**src/rtl/gpio_pb_debounce_irq.sv**
```systemverilog
// rtl/gpio_pb_debounce_irq.sv - pushbutton sync, per-bit debounce, sticky edge capture and irq
module gpio_pb_debounce_irq #(
  parameter  int N_PB            = 5,
  parameter  int DEBOUNCE_CYCLES = 500000,
  localparam int CNT_W           = $clog2(DEBOUNCE_CYCLES + 1)
) (
  input  logic            clk,
  input  logic            clrn,
  input  logic [N_PB-1:0] pb_raw,
  input  logic [N_PB-1:0] int_en,
  input  logic [N_PB-1:0] edge_sel,
  input  logic            clr_valid,
  input  logic [N_PB-1:0] clr_mask,
  output logic [N_PB-1:0] pb_clean,
  output logic [N_PB-1:0] pending,
  output logic            irq
);

  localparam logic [CNT_W-1:0] TERM = CNT_W'(DEBOUNCE_CYCLES - 1);

  logic [N_PB-1:0]  sync1;
  logic [N_PB-1:0]  sync2;
  logic [CNT_W-1:0] cnt [N_PB];
  logic [N_PB-1:0]  flip;
  logic [N_PB-1:0]  evt;
  logic [N_PB-1:0]  pending_nxt;

  // A flip happens on the edge where a mismatch has survived the full count.
  always_comb begin
    flip = '0;
    for (int i = 0; i < N_PB; i++) begin
      flip[i] = (sync2[i] != pb_clean[i]) && (cnt[i] == TERM);
    end
  end

  // New level equals 1 on a press; edge_sel=1 wants the release, so xor selects the match.
  assign evt         = flip & (sync2 ^ edge_sel) & int_en;
  assign pending_nxt = evt | (pending & ~({N_PB{clr_valid}} & clr_mask));

  always_ff @(posedge clk) begin
    if (!clrn) begin
      sync1    <= '0;
      sync2    <= '0;
      pb_clean <= '0;
      pending  <= '0;
      for (int i = 0; i < N_PB; i++) begin
        cnt[i] <= '0;
      end
    end else begin
      sync1   <= pb_raw;
      sync2   <= sync1;
      pending <= pending_nxt;
      for (int i = 0; i < N_PB; i++) begin
        if (sync2[i] == pb_clean[i]) begin
          cnt[i] <= '0;
        end else if (flip[i]) begin
          pb_clean[i] <= sync2[i];
          cnt[i]      <= '0;
        end else begin
          cnt[i] <= cnt[i] + 1'b1;
        end
      end
    end
  end

  assign irq = |(pending & int_en);

endmodule

```
**config.mk**
```make
export PLATFORM = sky130hd
export DESIGN_NAME = gpio_pb_debounce_irq
export DESIGN_NICKNAME = d
export VERILOG_FILES = /design/src/rtl/gpio_pb_debounce_irq.sv
export SDC_FILE = /design/constraint.sdc
export NUM_CORES = 1
export LEC_CHECK = 0
export ABC_CLOCK_PERIOD_IN_PS = 6100
export BUFFER_PORTS_ARGS = -buffer_cell sky130_fd_sc_hd__buf_2
export CORE_ASPECT_RATIO = 1.4
export CORE_MARGIN = 1.5
export CORE_UTILIZATION = 40
export CTS_CLUSTER_SIZE = 25
export DETAILED_ROUTE_END_ITERATION = 6
export HOLD_SLACK_MARGIN = 0.12
export PLACE_DENSITY = 0.64
export SYNTH_ARGS = -nofsm -noshare
export SYNTH_HDL_FRONTEND = slang
export SYNTH_SLANG_ARGS = --single-unit
```
**constraint.sdc**
```tcl
create_clock -name clk -period 6.1 [get_ports clk]
set_input_delay 1.22 -clock clk [delete_from_list [all_inputs] [get_ports clk]]
set_output_delay 1.22 -clock clk [all_outputs]
set_load 0.02 [all_outputs]
```
Word level (Yosys, flattened, before mapping). Memories as Yosys holds them, arrays and structs flattened. Cells that the tools add are included.

Memory bits (read-only): 0. Flip-flop bits (word level): 20. Bits in latches: 0. Input bits: 23. Bits in writable memories: 95. Logic and storage cells: 139. Memories: 1.

$lt $le $gt $ge: 0. Shifts and indexed selects: 0. Bitwise gates (word level): 28. Reductions and logical operators: 11. Multipliers: 0. Divide/modulo/power cells: 0. Equal/unequal tests: 15. Multiplexer cells: 71. Add/sub/neg operators: 5.

Memory list: cnt (words 5, width 19, rd ports 5, clocked after Yosys merged registers in 0, wr ports 5, line 23) `logic [CNT_W-1:0] cnt [N_PB];`.

Operator list (count): $mux W19 (15); $add A19 B1 Y19 const B (5); $eq A19 B19 Y1 const B (5); $mux W1 (56); $and A5 B5 Y5 (5); $or A1 B1 Y1 (15); $reduce_and A2 Y1 (5); $eq A1 B1 Y1 (5); $logic_and A1 B1 Y1 (5); $ne A1 B1 Y1 (5); $not A1 Y1 (5); $not A5 Y5 (1); $or A5 B5 Y5 (1); $reduce_or A5 Y1 (1); $xor A5 B5 Y5 (1).

Logic depth before layout (Yosys ltp).
Depth after elaboration: 8. Mapped depth: 6. Gate-level depth less buffers: 5.

Worst setup path before layout. No wires, ideal clock.

Kind: input to output. Start: input port int_en[3]. End: output port irq. Required time: 4.880 ns. Cell stages on the path: 2. Path buffers: 0. Setup slack: 3.189 ns. Arrival: 1.691 ns. Cells stage by stage: a222oi_1 nand2_1.

Longest elaborated chain between the ends: 2.

Ends and longest elaborated chain: start: declaration (line 10) `input logic [N_PB-1:0] int_en,`; $and A5 B5 Y5 (line 66) `assign irq = |(pending & int_en);`; $reduce_or A5 Y1 (line 66); end: declaration (line 16) `output logic irq`.

Every way passes these cells.

Worst setup path after layout. Ends and elaborated chain as after synthesis.

==> implementation parameters <==
Parameter                              Value

Finish
  Filler Cells Inserted    1,391
  Area taken by multi-input logic gates    roughly 0.0031 mm^2
  Most frequent cells in the layout    sky130_fd_sc_hd__edfxtp_1 (95), sky130_fd_sc_hd__conb_1 (95), sky130_fd_sc_hd__nor2_1 (80)
  Fin nets    750
  Seq. cell area    between 0.003 and 0.004 mm^2
  Post-layout util    49.5%
  Area added between synthesis and finish    21.6%
  Share of final-layout standard cells stronger than drive strength 1    roughly a tenth

Logic synthesis
  Most used flip-flop cell after synthesis    sky130_fd_sc_hd__edfxtp_1
  Sequential cell area fraction in the yosys report    a little over half
  Area contributors post-synth    sky130_fd_sc_hd__edfxtp_1 (47%), sky130_fd_sc_hd__dfxtp_1 (6.6%), sky130_fd_sc_hd__xnor2_1 (5.2%)
  Count of warnings emitted by yosys    0
  Average instance area after synthesis    10.4 um^2
  Post-Synthesis Cells    approximately 590
  Distinct cell type count after synthesis    44
  Post-synthesis sequential element count    between 100 and 150
  Count of flip-flops with a built-in enable after synthesis    95
  Area share of the largest cell type after synthesis    between 40% and 50%
  Synthesized area    between 0.006 and 0.007 mm^2
  Library cell occupying the most area in the post-synthesis netlist    sky130_fd_sc_hd__edfxtp_1
  Async set-or-reset flop fraction in the synthesized netlist    0%

Clocking
  Clock tree from TritonCTS    yes
  Maximum count of clock buffers along a single path    2
  Number of buffers inserted by hold repair at cts    0
  Post-CTS clock slew at the launch and capture registers of the worst setup and hold paths    0.05 ns
  Number of H-tree levels    4
  Post-CTS Setup Repair Bufs    0
  Clock Tree Root    sky130_fd_sc_hd__clkbuf_16
  Post-CTS resize count    0
  CTS buffer count    17
  Number of sinks handled by clock tree synthesis    between 100 and 150
  Clock insertion delay at the later pin of the skew report    between 0.4 and 0.5 ns

Drt
  DRC viols    0
  DR WL/cell    between 10 and 15 um
  Number of vias in the routed layout    around 4,600
  Via-per-instance ratio    between 4 and 5
  Post-detailed-route count of antenna-violating nets    0
  Starting DRC count in detailed routing    232
  Total wirelength of the detailed-routed design    roughly 12,000 um
  Number of detailed-routing iterations run before antenna repair    4

STA
  Hold Vio Cnt, Final    0
  Tightest Pin Transition    roughly 1.2 ns
  Worst setup skew after layout    between 0.005 and 0.006 ns
  Tightest slew margin relative to the limit    between 10% and 20%
  Highest Clock Rate    325 MHz
  Final setup vio count    0
  RSZ-0062 raised after global routing    false
  Setup tns final    0 ns
  Final critical-path required period    3.07 ns
  Final Slew Violations    0
  Ratio of final minimum period to clock period    about half

Die
  I/O pin count    34
  Overall die width    between 100 and 150 um
  Core area    0.0150 mm^2
  DIE HEIGHT    roughly 150 um
  Initial Util    40.7%
  DIE AREA    0.0160 mm^2
  Number of cell rows    53

Worst hold path
  Path type of the worst min-delay path    flip-flop to flip-flop
  Start point of the worst min-delay path    sync1[4]
  Cell depth of the worst min-delay path    1

Pwr
  Pwr per Cell Area    between 200 and 300 mW/mm^2
  Power Total    roughly 2 mW
  Leakage power total    about 2.7 nW
  Worst-case vdd ir drop    ~190 uV

Setup path
  Reg-to-Reg Start    cnt[4][0]
  Count of cells along the worst register-to-register path    5
  Worst Path Class, Setup    input port to output port
  Crit end category    output port
  Endpoint arrival time on the critical path    about 1.9 ns
  Worst Setup SP    int_en[3]
  Required time at the worst-slack endpoint    4.88 ns
  Crit path launch type    input port
  Largest fanout on the critical path    2

Placement
  DP HPWL    a little under 9000 um
  Weighted congestion at the end of routability-driven global placement    between 0.8 and 0.9
  PortBufs    33

Run
  Max Cap Viol    0

Global routing
  Overall overflow remaining after global route    0
  Gr usage total    16.1%
  Largest net degree at the start of global routing    20
  Number of global-route vias before repair    4,536
  Number of antenna violations at the first check in global routing    1
  Global-route wire length before repair    20,200 um

Run status
  Run status    completed
path summary, 6_finish.rpt:
path | to | slack [ns]
hold / removal | sync2[4] | 0.43
setup reg to reg | cnt[4][7] | 3.53
setup / recovery | irq | 3.03
hold reg to reg | sync2[4] | 0.43
metrics by stage:
stage / std cells / instance area, um^2 / worst slack, ns / hold WS, ns
6_report: 928 / 7420 / 3.03 / 0.431
5_1_grt: 927 / 7420 / 2.99 / 0.446
4_1_cts: 927 / 7420 / 3.02 / 0.430
3_5_place_dp: 895 / 6800 / 3.02 / 0.419
3_3_place_gp: 895 / 6800 / 3.00 / 0.418
2_1_floorplan: 680 / 6450 / 3.19 / 0.412
worst max-delay path: stages:
cell                       delay (ns)
sky130_fd_sc_hd__buf_2           0.11
sky130_fd_sc_hd__a222oi_1        0.29
sky130_fd_sc_hd__nand2_1         0.07
sky130_fd_sc_hd__buf_2           0.17
synthesized netlist by cell type, types with 2 or more instances:
master,number
sky130_fd_sc_hd__or4b_1,5
sky130_fd_sc_hd__nand3_1,33
sky130_fd_sc_hd__clkbuf_1,4
sky130_fd_sc_hd__ha_1,5
sky130_fd_sc_hd__buf_2,3
sky130_fd_sc_hd__dfxtp_1,20
sky130_fd_sc_hd__nand2_1,40
sky130_fd_sc_hd__or4_1,10
sky130_fd_sc_hd__buf_4,2
sky130_fd_sc_hd__o21bai_4,3
sky130_fd_sc_hd__xor2_1,33
sky130_fd_sc_hd__and3_1,8
sky130_fd_sc_hd__or2_2,4
sky130_fd_sc_hd__and2_1,11
sky130_fd_sc_hd__xnor2_1,36
sky130_fd_sc_hd__nor4bb_1,2
sky130_fd_sc_hd__nor3b_1,5
sky130_fd_sc_hd__nor4_1,14
sky130_fd_sc_hd__o21ai_0,20
sky130_fd_sc_hd__o21a_1,5
sky130_fd_sc_hd__or4bb_1,2
sky130_fd_sc_hd__nor3_1,11
sky130_fd_sc_hd__inv_1,22
sky130_fd_sc_hd__o31ai_1,7
sky130_fd_sc_hd__or3_1,25
sky130_fd_sc_hd__and4_1,6
sky130_fd_sc_hd__edfxtp_1,95
sky130_fd_sc_hd__and3b_1,6
sky130_fd_sc_hd__or4_4,3
sky130_fd_sc_hd__nand4_1,27
sky130_fd_sc_hd__nor2_1,80
sky130_fd_sc_hd__a21oi_1,27
area by class of cell:
| type | count | area share, % |
|---|---|---|
| antenna | 1 | 0.0337 |
| clock buffer | 23 | 6.58 |
| clock inverter | 9 | 1.70 |
| inverter | 22 | 1.11 |
| multi-input combinational | 533 | 41.3 |
| sequential | 115 | 43.9 |
| tap | 192 | 3.24 |
| timing repair buffer | 33 | 2.23 |
cell families after synthesis:
logic type / share of synthesized area [%]
compound gates: 7.08
flops: 53.3
other cells: 0.0615
buf+inv: 2.28
xor+xnor: 9.91
simple gates: 26.3
fa+ha+maj: 1.03
sequential cells by signal (all words and copies together), names as in the netlist:
| register | flops |
|---|---|
| sync1 | 5 |
| sync2 | 5 |
| pending | 5 |
| pb_clean | 5 |
| cnt | 95 |
layer usage:
layer	part of all wire, %	wire length [um]	track usage [%]	vias up
met5	0	0	0	-
met4	1.7	200	7.76	0
met1	44	5200	17.9	2170
li1	-	-	-	2345
met3	4.3	508	4.46	14
met2	50	5970	28.2	69
power by group:
| part | internal [mW] | switching [mW] |
|---|---|---|
| Combinational | 0.0303 | 0.0415 |
| Clock | 0.682 | 0.338 |
| Sequential | 0.882 | 0.0336 |
| Total | 1.59 | 0.413 |
Note: power is estimated with default switching activity, not from simulation.
